[src/rtl/alu_operand_stage_if.sv]
// alu_operand_stage_if: decode-side handshake and EX-side operand bus of the ID/EX stage
interface alu_operand_stage_if #(
    parameter int DATA_WIDTH    = 32,
    parameter int OPCODE_LENGTH = 4,
    parameter int REG_ADDR_W    = 5
);
    logic                     in_valid;
    logic                     in_ready;
    logic [REG_ADDR_W-1:0]    id_rs1;
    logic [REG_ADDR_W-1:0]    id_rs2;
    logic [REG_ADDR_W-1:0]    id_rd;
    logic [DATA_WIDTH-1:0]    id_rs1_data;
    logic [DATA_WIDTH-1:0]    id_rs2_data;
    logic [DATA_WIDTH-1:0]    id_imm;
    logic [DATA_WIDTH-1:0]    id_pc;
    logic [OPCODE_LENGTH-1:0] id_alu_op;
    logic [1:0]               id_a_sel;
    logic                     id_b_imm;
    logic                     id_reg_write;
    logic                     out_valid;
    logic                     out_ready;
    logic [DATA_WIDTH-1:0]    SrcA;
    logic [DATA_WIDTH-1:0]    SrcB;
    logic [OPCODE_LENGTH-1:0] Operation;
    logic [DATA_WIDTH-1:0]    store_data;
    logic [REG_ADDR_W-1:0]    ex_rd;
    logic                     ex_reg_write;
    logic                     load_use_stall;

    modport slave (
        input  in_valid, id_rs1, id_rs2, id_rd, id_rs1_data, id_rs2_data, id_imm, id_pc,
               id_alu_op, id_a_sel, id_b_imm, id_reg_write, out_ready,
        output in_ready, out_valid, SrcA, SrcB, Operation, store_data, ex_rd, ex_reg_write,
               load_use_stall
    );

    modport master (
        output in_valid, id_rs1, id_rs2, id_rd, id_rs1_data, id_rs2_data, id_imm, id_pc,
               id_alu_op, id_a_sel, id_b_imm, id_reg_write, out_ready,
        input  in_ready, out_valid, SrcA, SrcB, Operation, store_data, ex_rd, ex_reg_write,
               load_use_stall
    );
endinterface

[src/rtl/alu_operand_stage.sv]
// alu_operand_stage: ID/EX register with EX/MEM and MEM/WB operand bypass and load-use hold
module alu_operand_stage #(
    parameter int DATA_WIDTH    = 32,
    parameter int OPCODE_LENGTH = 4,
    parameter int REG_ADDR_W    = 5
) (
    input  logic                  clk,
    input  logic                  reset,
    input  logic                  flush,
    input  logic [REG_ADDR_W-1:0] exm_rd,
    input  logic                  exm_we,
    input  logic                  exm_is_load,
    input  logic [DATA_WIDTH-1:0] exm_result,
    input  logic [REG_ADDR_W-1:0] wb_rd,
    input  logic                  wb_we,
    input  logic [DATA_WIDTH-1:0] wb_result,
    alu_operand_stage_if.slave    bus
);
    logic                     valid_q;
    logic [REG_ADDR_W-1:0]    rs1_q;
    logic [REG_ADDR_W-1:0]    rs2_q;
    logic [REG_ADDR_W-1:0]    rd_q;
    logic [DATA_WIDTH-1:0]    rs1_data_q;
    logic [DATA_WIDTH-1:0]    rs2_data_q;
    logic [DATA_WIDTH-1:0]    imm_q;
    logic [DATA_WIDTH-1:0]    pc_q;
    logic [OPCODE_LENGTH-1:0] op_q;
    logic [1:0]               a_sel_q;
    logic                     b_imm_q;
    logic                     reg_write_q;
    logic [DATA_WIDTH-1:0]    fwd1;
    logic [DATA_WIDTH-1:0]    fwd2;
    logic                     stall;
    logic                     out_valid;
    logic                     out_fire;
    logic                     in_ready;
    logic                     in_fire;

    // a loaded value is still in flight at EX/MEM, so only its MEM/WB copy may be bypassed
    function automatic logic [DATA_WIDTH-1:0] forward(
        input logic [REG_ADDR_W-1:0] rs,
        input logic [DATA_WIDTH-1:0] held
    );
        return (rs == '0) ? '0 :
               (exm_we && exm_rd == rs && !exm_is_load) ? exm_result :
               (wb_we && wb_rd == rs) ? wb_result : held;
    endfunction

    always_comb begin
        fwd1      = forward(rs1_q, rs1_data_q);
        fwd2      = forward(rs2_q, rs2_data_q);
        stall     = valid_q && exm_is_load && exm_we && exm_rd != '0 &&
                    ((a_sel_q[0] == a_sel_q[1] && exm_rd == rs1_q) || exm_rd == rs2_q);
        out_valid = valid_q && !stall;
        out_fire  = out_valid && bus.out_ready;
        in_ready  = !valid_q || out_fire;
        in_fire   = bus.in_valid && in_ready;
    end

    assign bus.in_ready       = in_ready;
    assign bus.out_valid      = out_valid;
    assign bus.load_use_stall = stall;
    assign bus.Operation      = out_valid ? op_q : '1;
    assign bus.SrcA           = !out_valid ? '0 : a_sel_q == 2'b01 ? pc_q : a_sel_q == 2'b10 ? '0 : fwd1;
    assign bus.SrcB           = !out_valid ? '0 : b_imm_q ? imm_q : fwd2;
    assign bus.store_data     = out_valid ? fwd2 : '0;
    assign bus.ex_rd          = rd_q;
    assign bus.ex_reg_write   = out_valid && reg_write_q;

    always_ff @(posedge clk) begin
        if (reset) begin
            valid_q     <= 1'b0;
            rs1_q       <= '0;
            rs2_q       <= '0;
            rd_q        <= '0;
            rs1_data_q  <= '0;
            rs2_data_q  <= '0;
            imm_q       <= '0;
            pc_q        <= '0;
            op_q        <= '0;
            a_sel_q     <= '0;
            b_imm_q     <= 1'b0;
            reg_write_q <= 1'b0;
        end else if (flush) begin
            valid_q <= 1'b0;
        end else if (in_fire) begin
            valid_q     <= 1'b1;
            rs1_q       <= bus.id_rs1;
            rs2_q       <= bus.id_rs2;
            rd_q        <= bus.id_rd;
            rs1_data_q  <= bus.id_rs1_data;
            rs2_data_q  <= bus.id_rs2_data;
            imm_q       <= bus.id_imm;
            pc_q        <= bus.id_pc;
            op_q        <= bus.id_alu_op;
            a_sel_q     <= bus.id_a_sel;
            b_imm_q     <= bus.id_b_imm;
            reg_write_q <= bus.id_reg_write;
        end else if (out_fire) begin
            valid_q <= 1'b0;
        end else if (valid_q) begin
            rs1_data_q <= fwd1;
            rs2_data_q <= fwd2;
        end
    end
endmodule

[src/flat_wrapper.sv]
// flat-port wrapper written by rule: the top's interface ports become plain ports
module alu_operand_stage_flat 
#(
    parameter int DATA_WIDTH    = 32,
    parameter int OPCODE_LENGTH = 4,
    parameter int REG_ADDR_W    = 5
)
  (clk, reset, flush, exm_rd, exm_we, exm_is_load, exm_result, wb_rd, wb_we, wb_result, bus_in_valid, bus_id_rs1, bus_id_rs2, bus_id_rd, bus_id_rs1_data, bus_id_rs2_data, bus_id_imm, bus_id_pc, bus_id_alu_op, bus_id_a_sel, bus_id_b_imm, bus_id_reg_write, bus_out_ready, bus_in_ready, bus_out_valid, bus_SrcA, bus_SrcB, bus_Operation, bus_store_data, bus_ex_rd, bus_ex_reg_write, bus_load_use_stall);
  alu_operand_stage_if #(.DATA_WIDTH(DATA_WIDTH), .OPCODE_LENGTH(OPCODE_LENGTH), .REG_ADDR_W(REG_ADDR_W)) bus_i ();
  input  logic clk;
  input  logic reset;
  input  logic flush;
  input  logic [REG_ADDR_W-1:0] exm_rd;
  input  logic exm_we;
  input  logic exm_is_load;
  input  logic [DATA_WIDTH-1:0] exm_result;
  input  logic [REG_ADDR_W-1:0] wb_rd;
  input  logic wb_we;
  input  logic [DATA_WIDTH-1:0] wb_result;
  input wire logic [$bits(bus_i.in_valid)-1:0] bus_in_valid;
  input wire logic [$bits(bus_i.id_rs1)-1:0] bus_id_rs1;
  input wire logic [$bits(bus_i.id_rs2)-1:0] bus_id_rs2;
  input wire logic [$bits(bus_i.id_rd)-1:0] bus_id_rd;
  input wire logic [$bits(bus_i.id_rs1_data)-1:0] bus_id_rs1_data;
  input wire logic [$bits(bus_i.id_rs2_data)-1:0] bus_id_rs2_data;
  input wire logic [$bits(bus_i.id_imm)-1:0] bus_id_imm;
  input wire logic [$bits(bus_i.id_pc)-1:0] bus_id_pc;
  input wire logic [$bits(bus_i.id_alu_op)-1:0] bus_id_alu_op;
  input wire logic [$bits(bus_i.id_a_sel)-1:0] bus_id_a_sel;
  input wire logic [$bits(bus_i.id_b_imm)-1:0] bus_id_b_imm;
  input wire logic [$bits(bus_i.id_reg_write)-1:0] bus_id_reg_write;
  input wire logic [$bits(bus_i.out_ready)-1:0] bus_out_ready;
  output wire logic [$bits(bus_i.in_ready)-1:0] bus_in_ready;
  output wire logic [$bits(bus_i.out_valid)-1:0] bus_out_valid;
  output wire logic [$bits(bus_i.SrcA)-1:0] bus_SrcA;
  output wire logic [$bits(bus_i.SrcB)-1:0] bus_SrcB;
  output wire logic [$bits(bus_i.Operation)-1:0] bus_Operation;
  output wire logic [$bits(bus_i.store_data)-1:0] bus_store_data;
  output wire logic [$bits(bus_i.ex_rd)-1:0] bus_ex_rd;
  output wire logic [$bits(bus_i.ex_reg_write)-1:0] bus_ex_reg_write;
  output wire logic [$bits(bus_i.load_use_stall)-1:0] bus_load_use_stall;
  assign bus_i.in_valid = bus_in_valid;
  assign bus_i.id_rs1 = bus_id_rs1;
  assign bus_i.id_rs2 = bus_id_rs2;
  assign bus_i.id_rd = bus_id_rd;
  assign bus_i.id_rs1_data = bus_id_rs1_data;
  assign bus_i.id_rs2_data = bus_id_rs2_data;
  assign bus_i.id_imm = bus_id_imm;
  assign bus_i.id_pc = bus_id_pc;
  assign bus_i.id_alu_op = bus_id_alu_op;
  assign bus_i.id_a_sel = bus_id_a_sel;
  assign bus_i.id_b_imm = bus_id_b_imm;
  assign bus_i.id_reg_write = bus_id_reg_write;
  assign bus_i.out_ready = bus_out_ready;
  assign bus_in_ready = bus_i.in_ready;
  assign bus_out_valid = bus_i.out_valid;
  assign bus_SrcA = bus_i.SrcA;
  assign bus_SrcB = bus_i.SrcB;
  assign bus_Operation = bus_i.Operation;
  assign bus_store_data = bus_i.store_data;
  assign bus_ex_rd = bus_i.ex_rd;
  assign bus_ex_reg_write = bus_i.ex_reg_write;
  assign bus_load_use_stall = bus_i.load_use_stall;
  alu_operand_stage #(.DATA_WIDTH(DATA_WIDTH), .OPCODE_LENGTH(OPCODE_LENGTH), .REG_ADDR_W(REG_ADDR_W)) u_core (.clk(clk), .reset(reset), .flush(flush), .exm_rd(exm_rd), .exm_we(exm_we), .exm_is_load(exm_is_load), .exm_result(exm_result), .wb_rd(wb_rd), .wb_we(wb_we), .wb_result(wb_result), .bus(bus_i));
endmodule
[config.mk]
export PLATFORM = sky130hd
export DESIGN_NAME = alu_operand_stage_flat
export DESIGN_NICKNAME = d
export VERILOG_FILES = /design/src/rtl/alu_operand_stage_if.sv /design/src/rtl/alu_operand_stage.sv /design/src/flat_wrapper.sv
export SDC_FILE = /design/constraint.sdc
export NUM_CORES = 1
export LEC_CHECK = 0
export CORE_MARGIN = 2
export CORE_UTILIZATION = 47
export DETAILED_ROUTE_END_ITERATION = 8
export PLACE_DENSITY = 0.82
export SYNTH_ARGS = -nofsm -noshare
export SYNTH_HDL_FRONTEND = slang
export SYNTH_SLANG_ARGS = --single-unit
[constraint.sdc]
create_clock -name clk -period 4.2 [get_ports clk]
set_input_delay 0.84 -clock clk [delete_from_list [all_inputs] [get_ports clk]]
set_output_delay 0.84 -clock clk [all_outputs]
set_load 0.01 [all_outputs]
==> results.cfg <==
[route]
drtIter0Drc = 1481
wirelength_mm = 45.6
drtPass1Iterations = 8
final_antenna_net_count = 0
routedWlPerCell_um = 24.3
drc = 0
via_count = 12100
viasPerCell = 6.42

[setup_path]
critPathSlowestCell = clkdlybuf4s50_1
r2r_cells = 11
crit_top_cell = clkdlybuf4s50_1
cp-start-kind = input port
reg2reg_from = u_core.rs1_q[0]
endpoint_kind = output pin
crit_family = buffers and inverters
crit_type = input port to output pin
path_buf_inv = 3
worstPathArrival_ns = 3.38
worstPathMaxFanout = 25
rrSetupSlack_ns = 1.12
timing.rr.end = u_core.pc_q[4]
critPathMaxStageDelay_ns = 0.48
required_ns = 3.36
crit_chain = clkdlybuf4s50_1, nor2b_1, a2111o_1, or3_4, a21o_4, nand2_4, buf_12, nor2_1, clkdlybuf4s50_1

[clock_network]
insertion_delay_ns = 0.44
htreeDepth = 4
cts_buffers = 17
clkSinkCount = 152
cts_tree = yes
clockBufferDepth = 2
clk_pin_slew_ns = 0.06
hold_buffers = 0
cts_root_buffer = clkbuf_16

[timing]
period_needed_ns = 4.22
setup_violations = 1
layout_setup_ws_ns = -0.0213
holdWs_ns = 0.469
hold_viol_final = 0
relSlewSlack_pct = 33.7
finClkSkew_ns = 0.0112
period_share_pct = 101
drv_slew = 0
rsz0062_at_grt = yes
fin_tns_setup_ns = -0.0213
tightest_slew_ns = 0.994
timing.fmax_mhz = 237

[place]
dp_hpwl_mm = 31.9
dpl_cell_area_um2 = 14100
place_congestion = 0.961
portBuffers = 341
place_inst = 1825

[run_status]
violations = negative setup slack
status = finished, violations left

[job]
cap_violations = 0

[grt]
grt_overflow = 0
antenna_found_initial = 4
grt_pass1_vias = 11300
grt_max_degree = 88
grt_pass1_wl_mm = 65.7
track_usage_pct = 38.4

[die]
core-area_um2 = 20900
std_cell_rows = 53
die_height_um = 149
io_pins = 342
initial_utilization_pct = 47.6
die-area_um2 = 22300
die_x_um = 149

[yosys]
postSynthNetCount = 1486
synth.top_cells.by_area = dfxtp_1, nand2b_1, mux2i_1
yosysSeqAreaShare_pct = 30.6
synth_warnings = 0
synth_top_family_by_area = simple AND/OR/NAND/NOR gates
syn_area_um2 = 9950
synthCells = 1251
syn_avg_cell_area_um2 = 7.95
ys_ff_latch = 152
ys.flop_type = dfxtp_1
synthMuxAreaShare_pct = 10.2
synthDistinctLibCells = 46
yosysTopAreaCell = dfxtp_1
synthArstFlopShare_pct = 0
synth_edf_count = 0
yosysMostFrequentCell = nand2b_1
synth_top_cell_area_share_pct = 30.6
synth_fa_ha_area_share_pct = 0.252
yosys.area_share.simple_pct = 29.1
synth_compound_gate_area_share_pct = 22.1
synthXorXnorAreaFrac_pct = 1.58
synth_common_cells = nand2b_1, dfxtp_1, clkbuf_1, mux2i_1, nor2_1

[power]
p_leak_nw = 5.75
power_density_nw_per_um2 = 272
worst_ir_drop_vdd_mv = 0.277

[min_path]
min_to = u_core.op_q[1]
hp-class = flip-flop to flip-flop
min_from = u_core.op_q[1]
min_path_cells = 2

[finish]
fillCellCount = 1641
design_area_um2 = 15100
drive_gt1_share_pct = 14.9
instances_no_fill = 1878
area_growth_pct = 51.6
nets = 1821
[sequential cells by signal (all words and copies together) (netlist names)]
signal	count
u_core.a_sel_q	2
u_core.b_imm_q	1
u_core.bus.ex_rd	5
u_core.imm_q	32
u_core.op_q	4
u_core.pc_q	32
u_core.reg_write_q	1
u_core.rs1_data_q	32
u_core.rs1_q	5
u_core.rs2_data_q	32
u_core.rs2_q	5
u_core.valid_q	1
[logic make-up (layout without fill, tap and decap cells)]
kind of cell,Yosys count,in the layout
other cells,0,4
xor+xnor,18,18
simple gates,523,523
compound gates,306,306
buf+inv,149,497
flops,152,152
fa+ha+maj,2,2
mux,101,101
[area by class of cell]
type / instances / area (um^2) / share of cell area (%)
Clock buffer: 22 / 464 / 3.08
Clock inverter: 10 / 95.1 / 0.631
Inverter: 8 / 30.0 / 0.199
Timing Repair Buffer: 457 / 4490 / 29.8
Antenna cell: 4 / 10.0 / 0.0664
Tap cell: 275 / 344 / 2.28
Multi-Input combinational cell: 950 / 6600 / 43.8
Sequential cell: 152 / 3040 / 20.2
[report_power, final]
| group | switching, mW | internal (mW) |
|---|---|---|
| Clock | 0.664 | 0.848 |
| Combinational | 0.510 | 0.504 |
| Sequential | 0.0525 | 1.52 |
[worst max-delay path by stage]
stage / start / end / slack [ns] / cells past startpoint
2_1_floorplan: exm_rd[3] / bus_SrcB[11] / 0.54 / 9
3_3_place_gp: exm_rd[3] / bus_SrcA[24] / -0.27 / 10
3_5_place_dp: exm_rd[3] / bus_SrcA[26] / -0.30 / 10
4_1_cts: exm_rd[1] / bus_SrcA[30] / -0.09 / 8
5_1_grt: exm_rd[0] / bus_SrcA[11] / -0.10 / 9
6_report: exm_rd[0] / bus_SrcA[11] / -0.02 / 9
[what timing repair did]
| action | in CTS | in global routing |
|---|---|---|
| buffers inserted | 3 | 8 |
| gates cloned | 0 | 6 |
| pin swaps | 3 | 4 |
| setup endpoints to repair | 104 | 76 |
| resized for setup | 118 | 110 |
[cells in the final DEF, fill, tap and decap left out, drive strengths merged, types with 3 or more instances in the layout]
cell type	Yosys	routed
a311oi	26	26
and2	3	3
o21ai	69	69
o211ai	11	11
nand2b	191	191
dlymetal6s2s	0	21
nor2b	3	3
dlygate4sd2	0	44
nand4	3	3
inv	7	9
clkbuf	105	53
mux2i	101	101
clkinvlp	0	5
and4	9	9
nor4b	20	20
clkinv	1	3
clkdlybuf4s50	0	234
a31oi	35	35
buf	36	112
xnor2	16	16
a31o	27	27
a22oi	19	19
nor2	72	72
nor4	22	22
nand2	45	45
dfxtp	152	152
a221o	40	40
a211oi	31	31
and3	19	19
diode	0	4
clkdlybuf4s15	0	15
nand3	71	71
nor3	60	60
a21oi	19	19
o22ai	20	20
[tightest hold or removal path: stages (launching register included)]
cell,delay (ns)
dfxtp_1,0.30
nand2b_1,0.06
mux2i_1,0.06
[through the flow]
stage                     power, mW  utilization (%)  worst slack, ns
after floorplan                2.03                -            0.535
after global placement         2.53             67.6           -0.272
after detailed placement       2.55             67.6           -0.299
after CTS                      4.05             70.8          -0.0917
after global routing           4.22             72.2           -0.101
final                          4.10             72.2          -0.0213
[per-layer routing]
metal / GRT usage [%] / part of all wire (%)
met5: 0 / 0.079
met2: 60.4 / 45
met3: 10.1 / 13
met4: 20.3 / 5.5
met1: 48.1 / 37
Power figures use the tool's default switching activity.
